File: src/rtl/facelet_color_streamer_pkg.sv
// Shared definitions for the facelet color streamer: color codes, the RGB
// lookup table and the streaming FSM state encoding.
package facelet_color_streamer_pkg;

    localparam int NUM_FACELETS = 54;
    localparam int FACELET_AW   = 6;

    localparam logic [2:0] COLOR_W = 3'd0;
    localparam logic [2:0] COLOR_O = 3'd1;
    localparam logic [2:0] COLOR_G = 3'd2;
    localparam logic [2:0] COLOR_R = 3'd3;
    localparam logic [2:0] COLOR_B = 3'd4;
    localparam logic [2:0] COLOR_Y = 3'd5;

    localparam logic [23:0] RGB_W = 24'hFF_FF_FF;
    localparam logic [23:0] RGB_O = 24'hFF_80_00;
    localparam logic [23:0] RGB_G = 24'h00_FF_00;
    localparam logic [23:0] RGB_R = 24'hFF_00_00;
    localparam logic [23:0] RGB_B = 24'h00_00_FF;
    localparam logic [23:0] RGB_Y = 24'hFF_FF_00;

    // Entry k holds the RGB for color code k.
    localparam logic [5:0][23:0] RGB_TABLE = {RGB_Y, RGB_B, RGB_R, RGB_G, RGB_O, RGB_W};

    typedef enum logic [1:0] {
        ST_IDLE = 2'd0,
        ST_LOAD = 2'd1,
        ST_SEND = 2'd2
    } state_t;

endpackage

File: src/rtl/facelet_color_streamer_color_to_rgb.sv
// Combinational color-code to 24-bit RGB decoder; codes 6 and 7 decode to
// black and raise invalid.
module color_to_rgb
    import facelet_color_streamer_pkg::*;
(
    input  logic [2:0]  code,
    output logic [23:0] rgb,
    output logic        invalid
);

    always_comb begin
        rgb     = 24'h00_00_00;
        invalid = 1'b0;
        case (code)
            COLOR_W: rgb = RGB_TABLE[COLOR_W];
            COLOR_O: rgb = RGB_TABLE[COLOR_O];
            COLOR_G: rgb = RGB_TABLE[COLOR_G];
            COLOR_R: rgb = RGB_TABLE[COLOR_R];
            COLOR_B: rgb = RGB_TABLE[COLOR_B];
            COLOR_Y: rgb = RGB_TABLE[COLOR_Y];
            default: invalid = 1'b1;
        endcase
    end

endmodule

File: src/rtl/facelet_color_streamer.sv
// Holds one 3-bit color per cube facelet and streams a full frame of RGB
// beats over a valid/ready port on each start request.
module facelet_color_streamer #(
    parameter int NUM_FACELETS = facelet_color_streamer_pkg::NUM_FACELETS,
    parameter int FACELET_AW   = facelet_color_streamer_pkg::FACELET_AW
) (
    input  logic                  clock,
    input  logic                  reset_n,
    input  logic                  wr_en,
    input  logic [FACELET_AW-1:0] wr_addr,
    input  logic [2:0]            wr_color,
    input  logic                  start,
    input  logic                  out_ready,
    output logic                  out_valid,
    output logic [7:0]            out_r,
    output logic [7:0]            out_g,
    output logic [7:0]            out_b,
    output logic [FACELET_AW-1:0] out_index,
    output logic                  out_last,
    output logic                  busy,
    output logic                  done,
    output logic                  bad_code
);
    import facelet_color_streamer_pkg::*;

    localparam logic [FACELET_AW-1:0] LAST_IDX = FACELET_AW'(NUM_FACELETS - 1);

    state_t                state, state_nx;
    logic [FACELET_AW-1:0] idx, idx_nx;
    logic [2:0]            mem [NUM_FACELETS];
    logic [23:0]           load_rgb;
    logic                  load_invalid;
    logic                  beat_bad;
    logic                  xfer;

    color_to_rgb u_color_to_rgb (
        .code    (mem[idx]),
        .rgb     (load_rgb),
        .invalid (load_invalid)
    );

    // Handshake: a beat transfers on a clock edge where out_valid and out_ready
    // are both high; while out_valid is high and out_ready low the beat holds.
    assign out_valid = (state == ST_SEND);
    assign xfer      = out_valid && out_ready;
    assign busy      = (state != ST_IDLE);

    always_comb begin
        state_nx = state;
        idx_nx   = idx;
        case (state)
            ST_IDLE: begin
                if (start) begin
                    state_nx = ST_LOAD;
                    idx_nx   = '0;
                end
            end
            ST_LOAD: state_nx = ST_SEND;
            ST_SEND: begin
                if (out_ready) begin
                    if (idx == LAST_IDX) begin
                        state_nx = ST_IDLE;
                    end else begin
                        state_nx = ST_LOAD;
                        idx_nx   = idx + FACELET_AW'(1);
                    end
                end
            end
            default: state_nx = ST_IDLE;
        endcase
    end

    always_ff @(posedge clock) begin
        if (!reset_n) begin
            state <= ST_IDLE;
            idx   <= '0;
        end else begin
            state <= state_nx;
            idx   <= idx_nx;
        end
    end

    // The LOAD read sees the pre-edge contents, so a same-cycle write streams later.
    always_ff @(posedge clock) begin
        if (!reset_n) begin
            for (int i = 0; i < NUM_FACELETS; i++) begin
                mem[i] <= COLOR_W;
            end
        end else if (wr_en && (wr_addr <= LAST_IDX)) begin
            mem[wr_addr] <= wr_color;
        end
    end

    always_ff @(posedge clock) begin
        if (!reset_n) begin
            out_r     <= '0;
            out_g     <= '0;
            out_b     <= '0;
            out_index <= '0;
            out_last  <= 1'b0;
            beat_bad  <= 1'b0;
            done      <= 1'b0;
            bad_code  <= 1'b0;
        end else begin
            done <= xfer && (idx == LAST_IDX);
            if (state == ST_LOAD) begin
                {out_r, out_g, out_b} <= load_rgb;
                out_index             <= idx;
                out_last              <= (idx == LAST_IDX);
                beat_bad              <= load_invalid;
            end
            // An undefined code counts as streamed once its beat is accepted.
            if (xfer && beat_bad) begin
                bad_code <= 1'b1;
            end
        end
    end

endmodule
File: config.mk
export PLATFORM = sky130hd
export DESIGN_NAME = facelet_color_streamer
export DESIGN_NICKNAME = d
export VERILOG_FILES = /design/src/rtl/facelet_color_streamer_pkg.sv /design/src/rtl/facelet_color_streamer_color_to_rgb.sv /design/src/rtl/facelet_color_streamer.sv
export SDC_FILE = /design/constraint.sdc
export NUM_CORES = 1
export LEC_CHECK = 0
export ABC_AREA = 1
export CAP_MARGIN = 20
export CORE_ASPECT_RATIO = 0.8
export CORE_MARGIN = 2
export CORE_UTILIZATION = 60
export CTS_CLUSTER_DIAMETER = 30
export DETAILED_ROUTE_END_ITERATION = 12
export PLACE_DENSITY_LB_ADDON = 0.15
export SLEW_MARGIN = 20
export SYNTH_ARGS = -nofsm -noshare
export SYNTH_HDL_FRONTEND = slang
export SYNTH_SLANG_ARGS = --single-unit
File: constraint.sdc
create_clock -name clock -period 1.85 [get_ports clock]
set_input_delay 0.37 -clock clock [delete_from_list [all_inputs] [get_ports clock]]
set_output_delay 0.37 -clock clock [all_outputs]
set_load 0.005 [all_outputs]
Word level (Yosys, flattened, before mapping)
Memories as Yosys holds them, arrays and structs flattened. A register that Yosys moved wholly into a read port is not among the register bits.
Cells that the tools add are included.
{ "word_totals": {"n_memories": 1, "out_inout_bits": 35, "ff_bits": 42, "input_bits": 14, "ram_bits": 162, "word_cells": 55} }
{ "memory_table": {"columns": ["name", "words", "width", "rd", "rd_clocked_by_memory_dff", "write_ports", "line", "text"], "rows": [
  ["mem", 54, 3, 1, 1, 54, "facelet_color_streamer.sv:30", "logic [2:0] mem [NUM_FACELETS];"]
]} }
{ "op_classes": {"n_mux": 19, "eq_ne": 11, "n_addsub": 1, "reduce_logical": 12, "order_cmp": 1} }
{ "ops": {"columns": ["operator", "n"], "rows": [
  ["one-hot mux 24 bit (6 select lines)", 1],
  ["two-way mux 6 bit", 6],
  ["one-hot mux 6 bit (2 select lines)", 1],
  ["two-way mux 1 bit", 7],
  ["adder 6 x 1 -> 6 bit, second input constant", 1],
  ["== test 3 x 2 -> 1 bit, second input constant", 2],
  ["== test 3 bit, second input constant", 2],
  ["== test 6 bit, second input constant", 1],
  ["less-or-equal comparator 6 bit, second input constant", 1],
  ["!= test 2 bit, second input constant", 3],
  ["one-hot mux 2 bit (3 select lines)", 1],
  ["OR reduction 6 bit", 1],
  ["logical AND 1 bit", 4],
  ["two-way mux 2 bit", 2],
  ["AND reduction 4 bit", 1],
  ["nonzero test 2 bit", 2],
  ["== test 3 x 1 -> 1 bit, second input constant", 1],
  ["zero test 3 bit", 1],
  ["two-way mux 3 bit", 1],
  ["OR reduction 3 bit", 1],
  ["== test 2 x 1 -> 1 bit, second input constant", 1],
  ["== test 2 bit, second input constant", 1],
  ["zero test 2 bit", 1],
  ["AND reduction 2 bit", 1]
]} }

Longest topological paths before layout
{ "depth": {"ltp_word": 7, "ltp_mapped": 16, "ltp_nobuf": 13} }

Modules after synthesis
A second synthesis with hierarchy kept.
{ "unflattened": {"cells_unflattened": 1214, "hier_area_um2": 10840.4} }
{ "by_module_without_submodules": {"columns": ["module", "instances", "cells_each", "seq_area_each_um2", "area_each_um2"], "rows": [
  ["facelet_color_streamer", 1, 1183, 6726.5, 10640.2],
  ["color_to_rgb", 1, 31, 0.0, 200.2]
]} }

Least setup slack after synthesis
OpenSTA, ideal clock, no wires.
{ "synth_path": {"kind": "input port to flip-flop", "from": "in wr_addr[1]", "to": "mem mem[29][0], enable pin", "path_buffers": 0, "required_time_ns": 1.547, "t_arrival_ns": 1.419, "setup_ns": 0.303, "cell_stages": 5, "slack_ns": 0.128, "path_cell_list": "a21oi_2 > o211ai_4 > nor4_4 > nand2_2 > nand2_1"} }
{ "synth_rtl": {"columns": ["element", "line", "text"], "rows": [
  ["start, declared", "facelet_color_streamer.sv:10", "input logic [FACELET_AW-1:0] wr_addr,"],
  ["end, declared", "facelet_color_streamer.sv:30", null]
]} }

==> results.py <==
metrics = {
    "power_and_ir_drop": {
        "seqPwrFrac_pct": 41.3,
        "power.density_mw_per_mm2": 1038,
        "p_comb_share_pct": 7.2,
        "intPower_mw": 10.83,
        "ir_drop_mv": 0.7935,
        "pwr-share-clk_pct": 51.5,
        "total_power_mw": 13.94,
        "switching_share_pct": 22.32,
        "cellLeakagePower_nw": 5.469,
        "p_sw_mw": 3.111,
    },
    "worst_setup_path": {
        "timing.rr.end": "out_g[6]",
        "worst_setup_path_start_kind": "register",
        "required_ns": 2.26,
        "r2r_cells": 13,
        "cp-end-kind": "register",
        "critPathKind": "register to register",
        "cp_max_fo": 36,
        "arrival_ns": 2.40,
        "reg2reg_slack_ns": -0.14,
    },
    "clocking": {
        "root_buffer": "clkbuf_16",
        "cts_tree": "built",
        "clk_pin_slew_ns": 0.05,
        "htree_levels": 2,
        "worstSkewPairLatency_ns": 0.52,
        "cts.sink_count": 220,
        "postCtsHoldBufs": 0,
        "cts_buffer_depth": 3,
        "numCtsBuffers": 38,
    },
    "placed_design": {
        "io_buffers": 48,
        "dpl.hpwl_mm": 15.86,
        "gp_congestion": 0.8456,
        "dp_cells": 1387,
    },
    "hold_path": {
        "hp-start": "reset_n",
        "hold_class": "input pin to register",
        "hold_end": "state[1]",
        "hold_depth": 3,
    },
    "synth": {
        "yosysMostFrequentCell": "nand2_1",
        "synth_compound_area_share_pct": 1.645,
        "synth_top_flop_cell": "edfxtp_1",
        "synth_seq_cells": 220,
        "synth_area_mm2": 0.01027,
        "synth-edff-count": 192,
        "synthTopCellsByArea": "edfxtp_1 (56%), nand2_1 (12%), nand3_1 (8.4%), nor2_1 (6.5%), dfxtp_1 (5.5%)",
        "ys_types": 31,
        "synthAdderAreaFrac_pct": 0.2437,
        "synth.area.mux_share_pct": 0,
        "synth-simple-area-share_pct": 30.88,
        "synthArstFlopShare_pct": 0,
        "netlist_top_cells_count": "nand2_1 (329), edfxtp_1 (192), nor2_1 (179)",
        "synth_top_family_by_area": "simple AND/OR/NAND/NOR gates",
        "syn_area_per_cell_um2": 9.422,
        "synthXorXnorAreaFrac_pct": 0,
        "synth_top_area_share_pct": 56.14,
        "yosysTopAreaCell": "edfxtp_1",
        "ys_warn_count": 0,
        "synth-seq-area-share_pct": 61.60,
        "synthCells": 1090,
    },
    "global_route": {
        "grt_antenna_before_repair": 0,
        "grtUsageTotal_pct": 29.45,
        "grt_pass1_vias": 8014,
        "overflow": 0,
        "grt_max_degree": 47,
        "grt_pass1_wl_mm": 40.21,
    },
    "drt": {
        "wl_mm": 27.91,
        "dr.pass1.iters": 5,
        "drc": 0,
        "wire_per_inst_um": 18.92,
        "antenna_left": 0,
        "drtIter0Drc": 1019,
        "num_vias": 8392,
        "viasPerCell": 5.689,
    },
    "timing": {
        "fin_crit_sh_pct": 107.5,
        "grt_setup_unrepaired": "yes",
        "fin_worst_skew_ns": 0.01930,
        "hold_violations": 0,
        "hold_slack_ns": 0.3249,
        "slew_violations": 0,
        "period_minus_slack_ns": 1.988,
        "fin_ws_ns": -0.1380,
        "setup_viol": 11,
        "fmax_mhz": 503.0,
    },
    "layout": {
        "nets": 1243,
        "drive_gt1_share_pct": 23.35,
        "antenna_cells": 0,
        "synthToLayoutAreaGrowth_pct": 30.75,
        "final_util_pct": 80.61,
        "fin_cells": 1475,
    },
    "run": {
        "drv_cap": 0,
    },
    "die": {
        "die_w_um": 150.3,
        "die_h_um": 121.0,
        "core_mm2": 0.01666,
        "placementRows": 42,
        "pin_count": 49,
        "floorplan.die_area_mm2": 0.01819,
        "initial_core_util_pct": 61.65,
    },
    "outcome": {
        "status": "complete, but fails checks",
        "violations": "setup timing",
    },
}
-- per-stage QoR --
| step | worst slack, ns | cell area [µm²] | TNS [ns] |
|---|---|---|---|
| 6_report | -0.1380 | 13430 | -0.6041 |
| 4_1_cts | -0.008101 | 13020 | -0.008101 |
| 2_1_floorplan | 0.1282 | 10380 | 0 |
| 3_5_place_dp | -0.9188 | 11430 | -206.00 |
| 3_3_place_gp | -0.8209 | 11430 | -199.73 |
| 5_1_grt | -0.1970 | 13430 | -1.413 |
-- cells by family after synthesis --
logic type / after synthesis
simple gates: 729
flops: 220
buf+inv: 110
fa+ha+maj: 2
compound gates: 28
other cells: 1
-- final cells by class --
class                   count  area, µm²
well taps                 220      275.3
repair buffers            149       1536
flip-flops and latches    220       6342
clock buffers              45       1017
fillers                   982       3231
clock inverters            23      307.8
multi-input cells         789       3827
inverters                  29      121.4
-- worst max-delay path, stage by stage (launching register included) --
cell and delay [ns]:
dfxtp_4 0.40, buf_4 0.14, buf_12 0.18, nand2_1 0.10
nand3_1 0.10, nand3_1 0.15, nand3_1 0.18, nand3_1 0.08
nand3_1 0.12, nand2_2 0.09, inv_2 0.09, nand2_1 0.08
nand4_1 0.09, a21oi_1 0.07
-- power by group through the flow --
stage | registers (mW) | logic (mW) | clock network (mW)
global route | 5.78 | 1.07 | 7.45
floorplan | 5.82 | 0.502 | 0
global placement | 5.84 | 0.840 | 0
detailed placement | 5.85 | 0.857 | 0
finish | 5.76 | 0.998 | 7.18
CTS | 5.76 | 0.905 | 7.22
-- layout by cell type, fill, tap and decap left out, drive strengths merged, types with 6 or more instances in the layout --
cell type,Yosys,layout
nand2,351,351
edfxtp,192,192
nor2,179,179
nand3,173,173
buf,53,99
clkbuf,28,48
clkdlybuf4s50,0,43
conb,1,30
inv,28,29
dfxtp,28,28
a21oi,15,15
nor3,13,13
clkinv,1,13
o21ai,10,10
nor4,6,6
bufinv,0,6
-- per-layer routing --
layer  vias up  part of all wire [%]  GRT usage [%]
met3        99                   9.2          5.338
met4         0                   3.9          14.86
met2       440                    50          49.35
li1       3904                     -              -
met1      3949                    37          36.85
met5         -                     0              0
-- sequential cells by signal, indices dropped and copies added, names as in the netlist, named ones only --
register,cells
mem,192
idx,6
out_index,6
out_g,2
state,2
bad_code,1
beat_bad,1
done,1
out_b,1
out_last,1
out_r,1
-- how the worst max path moves through the flow --
stage	start	endpoint	slack, ns	depth (start not counted)
after floorplan	wr_addr[1]	mem[29][0]	0.13	5
after global placement	wr_addr[3]	mem[44][1]	-0.82	7
after detailed placement	wr_addr[3]	mem[1][0]	-0.92	6
after CTS	register	out_g[6]	-0.008	13
after global routing	register	out_g[6]	-0.20	14
final	register	out_g[6]	-0.14	13
-- what timing repair did --
action / in CTS / in global routing
pin swaps: 27 / 20
cloned: 2 / 3
setup endpoints to repair: 280 / 140
buffers inserted: 12 / 4
gates resized for setup: 38 / 84
Power figures use the tool's default switching activity.
